==> src/rtl/alu_pkg.sv <==
// Shared ALU definitions: op code encoding, widths and an op-legality helper.
// Imported by the ALU itself and by every block that drives or decodes ALU ops.
package alu_pkg;

  localparam int ALU_OP_W = 4;

  typedef logic [ALU_OP_W-1:0] alu_op_t;

  localparam alu_op_t ALU_ADD   = 4'h0;
  localparam alu_op_t ALU_SUB   = 4'h1;
  localparam alu_op_t ALU_SLL   = 4'h2;
  localparam alu_op_t ALU_SLT   = 4'h3;
  localparam alu_op_t ALU_SLTU  = 4'h4;
  localparam alu_op_t ALU_XOR   = 4'h5;
  localparam alu_op_t ALU_SRL   = 4'h6;
  localparam alu_op_t ALU_SRA   = 4'h7;
  localparam alu_op_t ALU_OR    = 4'h8;
  localparam alu_op_t ALU_AND   = 4'h9;
  localparam alu_op_t ALU_LUI   = 4'hA;
  localparam alu_op_t ALU_AUIPC = 4'hB;

  localparam alu_op_t ALU_OP_MAX = 4'hB;

  // Which requester wins when both are eligible in the same cycle.
  typedef enum logic {
    RR_REQ0 = 1'b0,
    RR_REQ1 = 1'b1
  } rr_sel_e;

  // Op codes above the last defined op are reported back as errors.
  function automatic logic op_is_illegal(input alu_op_t op);
    return (op > ALU_OP_MAX);
  endfunction

endpackage

==> src/rtl/alu_share_arbiter_if.sv <==
// One requester's request/response channel to the shared-ALU arbiter.
// master = requester side, slave = arbiter side.
interface alu_share_arbiter_if
  import alu_pkg::*;
#(
  parameter int XLEN  = 32,
  parameter int TAG_W = 4
);

  // Request channel
  logic             req_valid;
  logic             req_ready;
  logic [XLEN-1:0]  req_a;
  logic [XLEN-1:0]  req_b;
  alu_op_t          req_op;
  logic [TAG_W-1:0] req_tag;

  // Response channel
  logic             rsp_valid;
  logic             rsp_ready;
  logic [XLEN-1:0]  rsp_result;
  logic             rsp_zero;
  logic             rsp_err;
  logic [TAG_W-1:0] rsp_tag;

  modport master (
    output req_valid, req_a, req_b, req_op, req_tag, rsp_ready,
    input  req_ready, rsp_valid, rsp_result, rsp_zero, rsp_err, rsp_tag
  );

  modport slave (
    input  req_valid, req_a, req_b, req_op, req_tag, rsp_ready,
    output req_ready, rsp_valid, rsp_result, rsp_zero, rsp_err, rsp_tag
  );

endinterface

==> src/rtl/alu_rsp_slot.sv <==
// One-deep response register for a single requester. Holds result/zero/err/tag
// stable until the consumer takes it, and can be drained and refilled in the
// same cycle (slot_free already accounts for a same-cycle handshake).
module alu_rsp_slot #(
  parameter int XLEN  = 32,
  parameter int TAG_W = 4
) (
  input  logic             clk,
  input  logic             rst_n,
  input  logic             load,
  input  logic [XLEN-1:0]  load_result,
  input  logic             load_zero,
  input  logic             load_err,
  input  logic [TAG_W-1:0] load_tag,
  input  logic             rsp_ready,
  output logic             slot_free,
  output logic             rsp_valid,
  output logic [XLEN-1:0]  rsp_result,
  output logic             rsp_zero,
  output logic             rsp_err,
  output logic [TAG_W-1:0] rsp_tag
);

  logic             valid_r;
  logic [XLEN-1:0]  result_r;
  logic             zero_r;
  logic             err_r;
  logic [TAG_W-1:0] tag_r;

  // Capture a new result on load, otherwise drop valid once the consumer takes it.
  always_ff @(posedge clk) begin
    if (!rst_n) begin
      valid_r  <= 1'b0;
      result_r <= {XLEN{1'b0}};
      zero_r   <= 1'b0;
      err_r    <= 1'b0;
      tag_r    <= {TAG_W{1'b0}};
    end else if (load) begin
      valid_r  <= 1'b1;
      result_r <= load_result;
      zero_r   <= load_zero;
      err_r    <= load_err;
      tag_r    <= load_tag;
    end else if (rsp_ready) begin
      valid_r  <= 1'b0;
    end else begin
      valid_r  <= valid_r;
    end
  end

  assign slot_free  = !valid_r | rsp_ready;
  assign rsp_valid  = valid_r;
  assign rsp_result = result_r;
  assign rsp_zero   = zero_r;
  assign rsp_err    = err_r;
  assign rsp_tag    = tag_r;

endmodule

==> src/rtl/alu_share_arbiter.sv <==
// Shares one external combinational ALU between two requesters. At most one
// request is granted per cycle (round-robin on contention); the ALU output of
// the granted op is captured into that requester's response slot, so results
// appear one cycle after the grant. A stalled slot only blocks its own requester.
module alu_share_arbiter
  import alu_pkg::*;
#(
  parameter int XLEN  = 32,
  parameter int TAG_W = 4
) (
  input  logic                 clk,
  input  logic                 rst_n,
  alu_share_arbiter_if.slave   req0,
  alu_share_arbiter_if.slave   req1,
  output logic [XLEN-1:0]      alu_operand_a,
  output logic [XLEN-1:0]      alu_operand_b,
  output alu_op_t              alu_op,
  input  logic [XLEN-1:0]      alu_result,
  input  logic                 alu_zero
);

  logic    free0_s;
  logic    free1_s;
  logic    elig0_s;
  logic    elig1_s;
  logic    grant0_s;
  logic    grant1_s;
  logic    op_err_s;
  rr_sel_e rr_ptr_r;

  // A requester is eligible only when its response slot can take the result;
  // nothing is granted while reset is asserted.
  assign elig0_s = rst_n & req0.req_valid & free0_s;
  assign elig1_s = rst_n & req1.req_valid & free1_s;

  // Sole eligible requester wins; on contention rr_ptr decides.
  assign grant0_s = elig0_s & (!elig1_s | (rr_ptr_r == RR_REQ0));
  assign grant1_s = elig1_s & (!elig0_s | (rr_ptr_r == RR_REQ1));

  assign req0.req_ready = grant0_s;
  assign req1.req_ready = grant1_s;

  // After any grant the other requester gets priority next time both compete.
  always_ff @(posedge clk) begin
    if (!rst_n) begin
      rr_ptr_r <= RR_REQ0;
    end else if (grant0_s) begin
      rr_ptr_r <= RR_REQ1;
    end else if (grant1_s) begin
      rr_ptr_r <= RR_REQ0;
    end else begin
      rr_ptr_r <= rr_ptr_r;
    end
  end

  // Steer the granted request onto the ALU; park it on ADD 0,0 when idle.
  always_comb begin
    alu_operand_a = {XLEN{1'b0}};
    alu_operand_b = {XLEN{1'b0}};
    alu_op        = ALU_ADD;
    if (grant0_s) begin
      alu_operand_a = req0.req_a;
      alu_operand_b = req0.req_b;
      alu_op        = req0.req_op;
    end else if (grant1_s) begin
      alu_operand_a = req1.req_a;
      alu_operand_b = req1.req_b;
      alu_op        = req1.req_op;
    end else begin
      alu_operand_a = {XLEN{1'b0}};
      alu_operand_b = {XLEN{1'b0}};
      alu_op        = ALU_ADD;
    end
  end

  // Only the granted op reaches the ALU, so its legality applies to whichever slot loads.
  assign op_err_s = op_is_illegal(alu_op);

  alu_rsp_slot #(
    .XLEN  (XLEN),
    .TAG_W (TAG_W)
  ) u_slot0 (
    .clk         (clk),
    .rst_n       (rst_n),
    .load        (grant0_s),
    .load_result (alu_result),
    .load_zero   (alu_zero),
    .load_err    (op_err_s),
    .load_tag    (req0.req_tag),
    .rsp_ready   (req0.rsp_ready),
    .slot_free   (free0_s),
    .rsp_valid   (req0.rsp_valid),
    .rsp_result  (req0.rsp_result),
    .rsp_zero    (req0.rsp_zero),
    .rsp_err     (req0.rsp_err),
    .rsp_tag     (req0.rsp_tag)
  );

  alu_rsp_slot #(
    .XLEN  (XLEN),
    .TAG_W (TAG_W)
  ) u_slot1 (
    .clk         (clk),
    .rst_n       (rst_n),
    .load        (grant1_s),
    .load_result (alu_result),
    .load_zero   (alu_zero),
    .load_err    (op_err_s),
    .load_tag    (req1.req_tag),
    .rsp_ready   (req1.rsp_ready),
    .slot_free   (free1_s),
    .rsp_valid   (req1.rsp_valid),
    .rsp_result  (req1.rsp_result),
    .rsp_zero    (req1.rsp_zero),
    .rsp_err     (req1.rsp_err),
    .rsp_tag     (req1.rsp_tag)
  );

endmodule

==> src/flat_wrapper.sv <==
// flat-port wrapper written by rule: the top's interface ports become plain ports
module alu_share_arbiter_flat import alu_pkg::*;
#(
  parameter int XLEN  = 32,
  parameter int TAG_W = 4
)
  (clk, rst_n, alu_operand_a, alu_operand_b, alu_op, alu_result, alu_zero, req0_req_valid, req0_req_a, req0_req_b, req0_req_op, req0_req_tag, req0_rsp_ready, req0_req_ready, req0_rsp_valid, req0_rsp_result, req0_rsp_zero, req0_rsp_err, req0_rsp_tag, req1_req_valid, req1_req_a, req1_req_b, req1_req_op, req1_req_tag, req1_rsp_ready, req1_req_ready, req1_rsp_valid, req1_rsp_result, req1_rsp_zero, req1_rsp_err, req1_rsp_tag);
  alu_share_arbiter_if #(.XLEN(XLEN), .TAG_W(TAG_W)) req0_i ();
  alu_share_arbiter_if #(.XLEN(XLEN), .TAG_W(TAG_W)) req1_i ();
  input  logic clk;
  input  logic rst_n;
  output logic [XLEN-1:0] alu_operand_a;
  output logic [XLEN-1:0] alu_operand_b;
  output alu_op_t alu_op;
  input  logic [XLEN-1:0] alu_result;
  input  logic alu_zero;
  input wire logic [$bits(req0_i.req_valid)-1:0] req0_req_valid;
  input wire logic [$bits(req0_i.req_a)-1:0] req0_req_a;
  input wire logic [$bits(req0_i.req_b)-1:0] req0_req_b;
  input wire logic [$bits(req0_i.req_op)-1:0] req0_req_op;
  input wire logic [$bits(req0_i.req_tag)-1:0] req0_req_tag;
  input wire logic [$bits(req0_i.rsp_ready)-1:0] req0_rsp_ready;
  output wire logic [$bits(req0_i.req_ready)-1:0] req0_req_ready;
  output wire logic [$bits(req0_i.rsp_valid)-1:0] req0_rsp_valid;
  output wire logic [$bits(req0_i.rsp_result)-1:0] req0_rsp_result;
  output wire logic [$bits(req0_i.rsp_zero)-1:0] req0_rsp_zero;
  output wire logic [$bits(req0_i.rsp_err)-1:0] req0_rsp_err;
  output wire logic [$bits(req0_i.rsp_tag)-1:0] req0_rsp_tag;
  input wire logic [$bits(req1_i.req_valid)-1:0] req1_req_valid;
  input wire logic [$bits(req1_i.req_a)-1:0] req1_req_a;
  input wire logic [$bits(req1_i.req_b)-1:0] req1_req_b;
  input wire logic [$bits(req1_i.req_op)-1:0] req1_req_op;
  input wire logic [$bits(req1_i.req_tag)-1:0] req1_req_tag;
  input wire logic [$bits(req1_i.rsp_ready)-1:0] req1_rsp_ready;
  output wire logic [$bits(req1_i.req_ready)-1:0] req1_req_ready;
  output wire logic [$bits(req1_i.rsp_valid)-1:0] req1_rsp_valid;
  output wire logic [$bits(req1_i.rsp_result)-1:0] req1_rsp_result;
  output wire logic [$bits(req1_i.rsp_zero)-1:0] req1_rsp_zero;
  output wire logic [$bits(req1_i.rsp_err)-1:0] req1_rsp_err;
  output wire logic [$bits(req1_i.rsp_tag)-1:0] req1_rsp_tag;
  assign req0_i.req_valid = req0_req_valid;
  assign req0_i.req_a = req0_req_a;
  assign req0_i.req_b = req0_req_b;
  assign req0_i.req_op = req0_req_op;
  assign req0_i.req_tag = req0_req_tag;
  assign req0_i.rsp_ready = req0_rsp_ready;
  assign req0_req_ready = req0_i.req_ready;
  assign req0_rsp_valid = req0_i.rsp_valid;
  assign req0_rsp_result = req0_i.rsp_result;
  assign req0_rsp_zero = req0_i.rsp_zero;
  assign req0_rsp_err = req0_i.rsp_err;
  assign req0_rsp_tag = req0_i.rsp_tag;
  assign req1_i.req_valid = req1_req_valid;
  assign req1_i.req_a = req1_req_a;
  assign req1_i.req_b = req1_req_b;
  assign req1_i.req_op = req1_req_op;
  assign req1_i.req_tag = req1_req_tag;
  assign req1_i.rsp_ready = req1_rsp_ready;
  assign req1_req_ready = req1_i.req_ready;
  assign req1_rsp_valid = req1_i.rsp_valid;
  assign req1_rsp_result = req1_i.rsp_result;
  assign req1_rsp_zero = req1_i.rsp_zero;
  assign req1_rsp_err = req1_i.rsp_err;
  assign req1_rsp_tag = req1_i.rsp_tag;
  alu_share_arbiter #(.XLEN(XLEN), .TAG_W(TAG_W)) u_core (.clk(clk), .rst_n(rst_n), .req0(req0_i), .req1(req1_i), .alu_operand_a(alu_operand_a), .alu_operand_b(alu_operand_b), .alu_op(alu_op), .alu_result(alu_result), .alu_zero(alu_zero));
endmodule
==> config.mk <==
export PLATFORM = sky130hd
export DESIGN_NAME = alu_share_arbiter_flat
export DESIGN_NICKNAME = d
export VERILOG_FILES = /design/src/rtl/alu_pkg.sv /design/src/rtl/alu_share_arbiter_if.sv /design/src/rtl/alu_rsp_slot.sv /design/src/rtl/alu_share_arbiter.sv /design/src/flat_wrapper.sv
export SDC_FILE = /design/constraint.sdc
export NUM_CORES = 1
export LEC_CHECK = 0
export CORE_AREA = 10 10 119 121
export CTS_CLUSTER_DIAMETER = 120
export DETAILED_ROUTE_END_ITERATION = 7
export DIE_AREA = 0 0 129 131
export PLACE_DENSITY = 0.81
export SLEW_MARGIN = 30
export SYNTH_ARGS = -nofsm -noshare
export SYNTH_HDL_FRONTEND = slang
export SYNTH_SLANG_ARGS = --single-unit
==> constraint.sdc <==
create_clock -name clk -period 3.9 [get_ports clk]
set_input_delay 0.78 -clock clk [delete_from_list [all_inputs] [get_ports clk]]
set_output_delay 0.78 -clock clk [all_outputs]
set_load 0.03 [all_outputs]
# Word-level counts from Yosys, hierarchy flattened
# Index checks and enable logic that the tools add are counted.
classes:
  multipliers: 0
  bitwise: 11
  n_eq_ne: 0
  add_sub_neg: 0
  order_cmp: 1
  div_mod_pow: 0
  shifts: 0
  n_reduce_logical: 7
  n_mux: 12
ops:
  columns: ["op", "n"]
  rows:
  - ["2-to-1 mux 32 bit", 4]
  - ["2-to-1 mux 4 bit", 2]
  - ["bitwise AND 1 bit", 6]
  - ["2-to-1 mux 1 bit", 6]
  - ["nonzero test 2 bit", 3]
  - ["greater-than comparator 4 bit, second input constant", 1]
  - ["logical NOT 1 bit", 4]
  - ["bitwise OR 1 bit", 4]
  - ["inverter 1 bit", 1]
word_totals:
  romBits: 0
  n_memories: 0
  latchBits: 0
  ramBits: 0
  regBits: 79
  out_inout_bits: 148

# Longest topological paths before layout
logic_depth:
  word_depth: 9
  ltp_mapped: 6
  ltp_nobuf: 4

# By module
# Synthesis repeated with hierarchy kept, for this count alone.
hier_totals:
  hier_cells: 350
  area_unflattened_um2: 3759.9
modules_own_cells:
  columns: ["module", "n_inst", "cells_each", "seq_area_each_um2", "area_per_inst_um2"]
  rows:
  - ["alu_rsp_slot", 2, 127, 780.7, 1490.2]
  - ["alu_share_arbiter", 1, 96, 20.0, 779.5]

# Worst setup path before layout
# No wires, ideal clock.
synth_path:
  kind: "in2out"
  start: "input port req0_rsp_ready"
  end: "output port alu_op[0]"
  t_arrival_ps: 2182
  n_path_buf: 1
  slack_ps: 938
  t_required_ps: 3120
  cell_stages: 5
  path_cell_list: "nor2b_2 > o311ai_2 > nor2_1 > clkbuf_1 > a22o_1"
synth_between:
  elab_chain_cells: 7
  word_cells_on_any_way: 8
  classes_between: "2 x mux; 5 x bitwise; 1 x reduce/logical"
synth_rtl:
  columns: ["element", "line", "rtl"]
  rows:
  - ["from (decl)", "flat_wrapper.sv:22", "input wire logic [$bits(req0_i.rsp_ready)-1:0] req0_rsp_ready;"]
  - ["bitwise OR 1 bit", "alu_rsp_slot.sv:51", "assign slot_free = !valid_r | rsp_ready;"]
  - ["bitwise AND 1 bit", "alu_share_arbiter.sv:33", "assign elig0_s = rst_n & req0.req_valid & free0_s;"]
  - ["logical NOT 1 bit", "alu_share_arbiter.sv:38", "assign grant1_s = elig1_s & (!elig0_s | (rr_ptr_r == RR_REQ1));"]
  - ["bitwise OR 1 bit", "alu_share_arbiter.sv:38", null]
  - ["bitwise AND 1 bit", "alu_share_arbiter.sv:38", null]
  - ["named net req1_req_ready", "flat_wrapper.sv:35", "output wire logic [$bits(req1_i.req_ready)-1:0] req1_req_ready;"]
  - ["2-to-1 mux 4 bit", "alu_share_arbiter.sv:65", "end else if (grant1_s) begin"]
  - ["2-to-1 mux 4 bit", "alu_share_arbiter.sv:61", "if (grant0_s) begin"]
  - ["to (decl)", "flat_wrapper.sv:14", "output alu_op_t alu_op;"]
# The timed path passes the listed nets, and every way through them passes these cells.

# Worst setup path after layout
layout_path:
  start: "input port req1_req_valid"
  end: "output port alu_operand_b[15]"
layout_between:
  elab_chain_cells: 6
  word_cells_on_any_way: 8
  classes_between: "2 x mux; 5 x bitwise; 1 x reduce/logical"
layout_rtl:
  columns: ["element", "line", "rtl"]
  rows:
  - ["from (decl)", "flat_wrapper.sv:29", "input wire logic [$bits(req1_i.req_valid)-1:0] req1_req_valid;"]
  - ["bitwise AND 1 bit * (2 in series)", "alu_share_arbiter.sv:34", "assign elig1_s = rst_n & req1.req_valid & free1_s;"]
  - ["logical NOT 1 bit", "alu_share_arbiter.sv:37", "assign grant0_s = elig0_s & (!elig1_s | (rr_ptr_r == RR_REQ0));"]
  - ["bitwise OR 1 bit", "alu_share_arbiter.sv:37", null]
  - ["bitwise AND 1 bit", "alu_share_arbiter.sv:37", null]
  - ["2-to-1 mux 32 bit *", "alu_share_arbiter.sv:61", null]
  - ["to (decl)", "flat_wrapper.sv:13", "output logic [XLEN-1:0] alu_operand_b;"]
# Mark *: on every way between the ends. The rest lies on a longest branch, timed or not.

==> out/metrics.yaml <==
outcome:
  status: "finished, final reports clean"
sta:
  rsz0062_at_grt: "false"
  relSlewSlack_pct: 46.00
  finalSetupViolCount: 0
  worst_slew_pin_slew_ns: 0.8101
  timing.final.crit_share_pct: 96.78
  period_minus_slack_ns: 3.774
  final_max_slew_viol_count: 0
  tns_ns: 0
  hold_viol_final: 0
  worst_clock_skew_ns: 0.002944
  setup_slack_ns: 0.1256
  fmax_ghz: 0.2649
cts:
  cts_resized: 0
  cts_buffer_depth: 2
  hold_buffers: 0
  root_buffer: "clkbuf_16"
  cts_tree: "done"
  clock_latency_ns: 0.33
  clk_pin_slew_ns: 0.06
  cts_buffers: 9
  cts.sinks: 79
  ctsHtreeMaxLevel: 3
  post-cts-setup-buffer-count: 0
detailed_routing:
  vias: 4902
  drc: 0
  avgRoutedWirePerCell_um: 24.27
  drt_iter0_drc: 314
  drt-total-wl_mm: 22.04
  final_antenna_net_count: 0
  firstDrtPassIters: 5
  viasPerCell: 5.399
yosys:
  synth-seq-cells: 79
  synth_top_cell_by_area: "dfxtp_1"
  yosys-top-cells-area: "dfxtp_1, a22o_1, a21oi_1"
  ys_types: 25
  netlist_instances: 450
  synth_area_sq_mm: 0.003714
  synth_top_area_share_pct: 42.59
  ys_warn_count: 0
  synth_nets: 633
  yosysSeqAreaShare_pct: 42.59
  avgSynthCellArea_sq_um: 8.252
final_layout:
  syn_to_final_growth_pct: 98.11
  nNetsFinal: 934
  layout_commonest_cell: "clkdlybuf4s50_1"
  final_cell_mix: "clkdlybuf4s50_1, dfxtp_1, nand3_1, a21oi_1, a22o_1"
  multiInputGateArea_sq_mm: 0.001901
  layout-drive-gt1-share_pct: 10.19
  regArea_sq_mm: 0.001582
  nFillCells: 1031
global_route:
  first_global_vias: 4816
  grt_pass1_wl_mm: 30.52
  global_route.overflow_total: 0
  antenna_found_initial: 7
  grt_start_max_net_pins: 127
  grt_usage_pct: 23.97
die:
  coreArea_sq_mm: 0.01181
  die_w_um: 129
  rows: 40
  die_area_sq_mm: 0.01690
  io_pins: 331
  start_util_pct: 31.44
  die_h_um: 131
place:
  post-dp-hpwl_mm: 17.64
  place_ws_ns: 0.1250
  gp_congestion: 0.9997
  io_buffers: 330
flow_run:
  drv_cap: 0
worst_setup_path:
  cp-start-kind: "primary input"
  r2r_cells: 6
  r2r_slack_ns: 1.83
  path_cells: "clkdlybuf4s50_1, buf_4, o311ai_4, nor2_4, buf_4, a22o_1, clkdlybuf4s50_1"
  cp_slowest_cell: "clkdlybuf4s50_1"
  path_class: "in -> out"
  crit_end: "alu_operand_b[15]"
  r2r-start: "u_core.u_slot1.rsp_valid"
  r2r-end: "u_core.u_slot0.rsp_result[30]"
  required_ns: 3.12
  cpPeakStageDelay_ns: 0.69
  crit_arrival_ns: 2.99
  crit_fanout: 33
  crit_path_end_kind: "output port"
  startpoint: "req1_req_valid"
power:
  leakagePower_nw: 2.679
  powerDensity_mw_per_mm2: 348.7
  irDropWorstVdd_uv: 328.3
hold_path:
  min_path_type: "reg -> reg"
-- cell families after synthesis --
group           count (synthesis)  synth area share (%)
compound gates                227                 38.31
simple gates                   87                 11.96
buf+inv                        57                 7.142
flops                          79                 42.59
-- Yosys cell counts --
cell	n
a311oi_2	1
buf_6	3
buf_2	16
nand2b_4	1
or3_1	1
o311a_1	1
nor2_2	1
nor2b_2	1
o21a_1	1
dfxtp_1	79
a311o_1	1
o311ai_2	1
buf_1	5
nand3_1	78
clkinv_2	1
a22oi_1	2
o21ai_0	46
clkbuf_1	29
nand2_1	2
a21oi_1	78
inv_1	1
nor2_1	3
o21ai_1	30
a22o_1	66
buf_4	2
-- per-stage QoR --
| stage | hold slack [ns] | utilization (%) | instances | total power [mW] | instance area, sq um |
|---|---|---|---|---|---|
| final | 0.4756 | 62.29 | 908 | 2.566 | 7357 |
| after floorplan | 0.5041 | - | 450 | 1.265 | 3714 |
| after global routing | 0.5018 | 62.29 | 908 | 2.659 | 7357 |
| after CTS | 0.4769 | 62.15 | 903 | 2.586 | 7341 |
| after global placement | 0.4597 | 59.49 | 887 | 1.689 | 7027 |
| after detailed placement | 0.4683 | 59.49 | 887 | 1.703 | 7027 |
-- worst min-delay path by stage --
stage / endpoint / from / cells after the start / slack, ns
2_1_floorplan: u_core.rr_ptr_r / u_core.rr_ptr_r / 2 / 0.50
3_3_place_gp: u_core.u_slot0.rsp_result[28] / u_core.u_slot0.rsp_result[28] / 2 / 0.46
3_5_place_dp: u_core.u_slot0.rsp_result[25] / u_core.u_slot0.rsp_result[25] / 2 / 0.47
4_1_cts: u_core.u_slot0.rsp_result[20] / u_core.u_slot0.rsp_result[20] / 2 / 0.48
5_1_grt: u_core.u_slot1.rsp_result[7] / u_core.u_slot1.rsp_result[7] / 2 / 0.50
6_report: u_core.u_slot0.rsp_result[9] / u_core.u_slot0.rsp_result[9] / 2 / 0.48
-- critical path, delay by kind of cell --
family | cells | cell delay (ns)
buffers and inverters | 4 | 1.80
and+or+nand+nor | 1 | 0.11
AOI/OAI and AO/OA | 2 | 0.28
-- power by group --
part / switching (mW) / total (mW) / internal, mW
Clock: 0.323 / 0.881 / 0.558
Combinational: 0.436 / 0.819 / 0.384
Sequential: 0.0199 / 0.866 / 0.846
-- registers in the layout, summed over array words and instances, names as in the netlist --
| name | count |
|---|---|
| u_core.u_slot0.rsp_result | 32 |
| u_core.u_slot1.rsp_result | 32 |
| u_core.u_slot0.rsp_tag | 4 |
| u_core.u_slot1.rsp_tag | 4 |
| u_core.rr_ptr_r | 1 |
| u_core.u_slot0.rsp_err | 1 |
| u_core.u_slot0.rsp_valid | 1 |
| u_core.u_slot0.rsp_zero | 1 |
| u_core.u_slot1.rsp_err | 1 |
| u_core.u_slot1.rsp_valid | 1 |
| u_core.u_slot1.rsp_zero | 1 |
-- layout make-up --
| cell class | count | share of cell area [%] |
|---|---|---|
| repair buffers | 345 | 45.60 |
| multi-input cells | 314 | 25.83 |
| diodes | 5 | 0.1701 |
| clock buffers | 10 | 3.112 |
| well taps | 147 | 2.500 |
| clock inverters | 6 | 1.156 |
| inverters | 2 | 0.1361 |
| flip-flops and latches | 79 | 21.50 |
-- layer usage --
layer	GRT usage, %	wire (um)	up-vias
met5	0	20	-
met4	11.71	706	2
met3	10.39	2280	43
met2	43.42	11590	219
met1	22.94	7438	2338
li1	-	-	2300
Power figures use the tool's default switching activity.
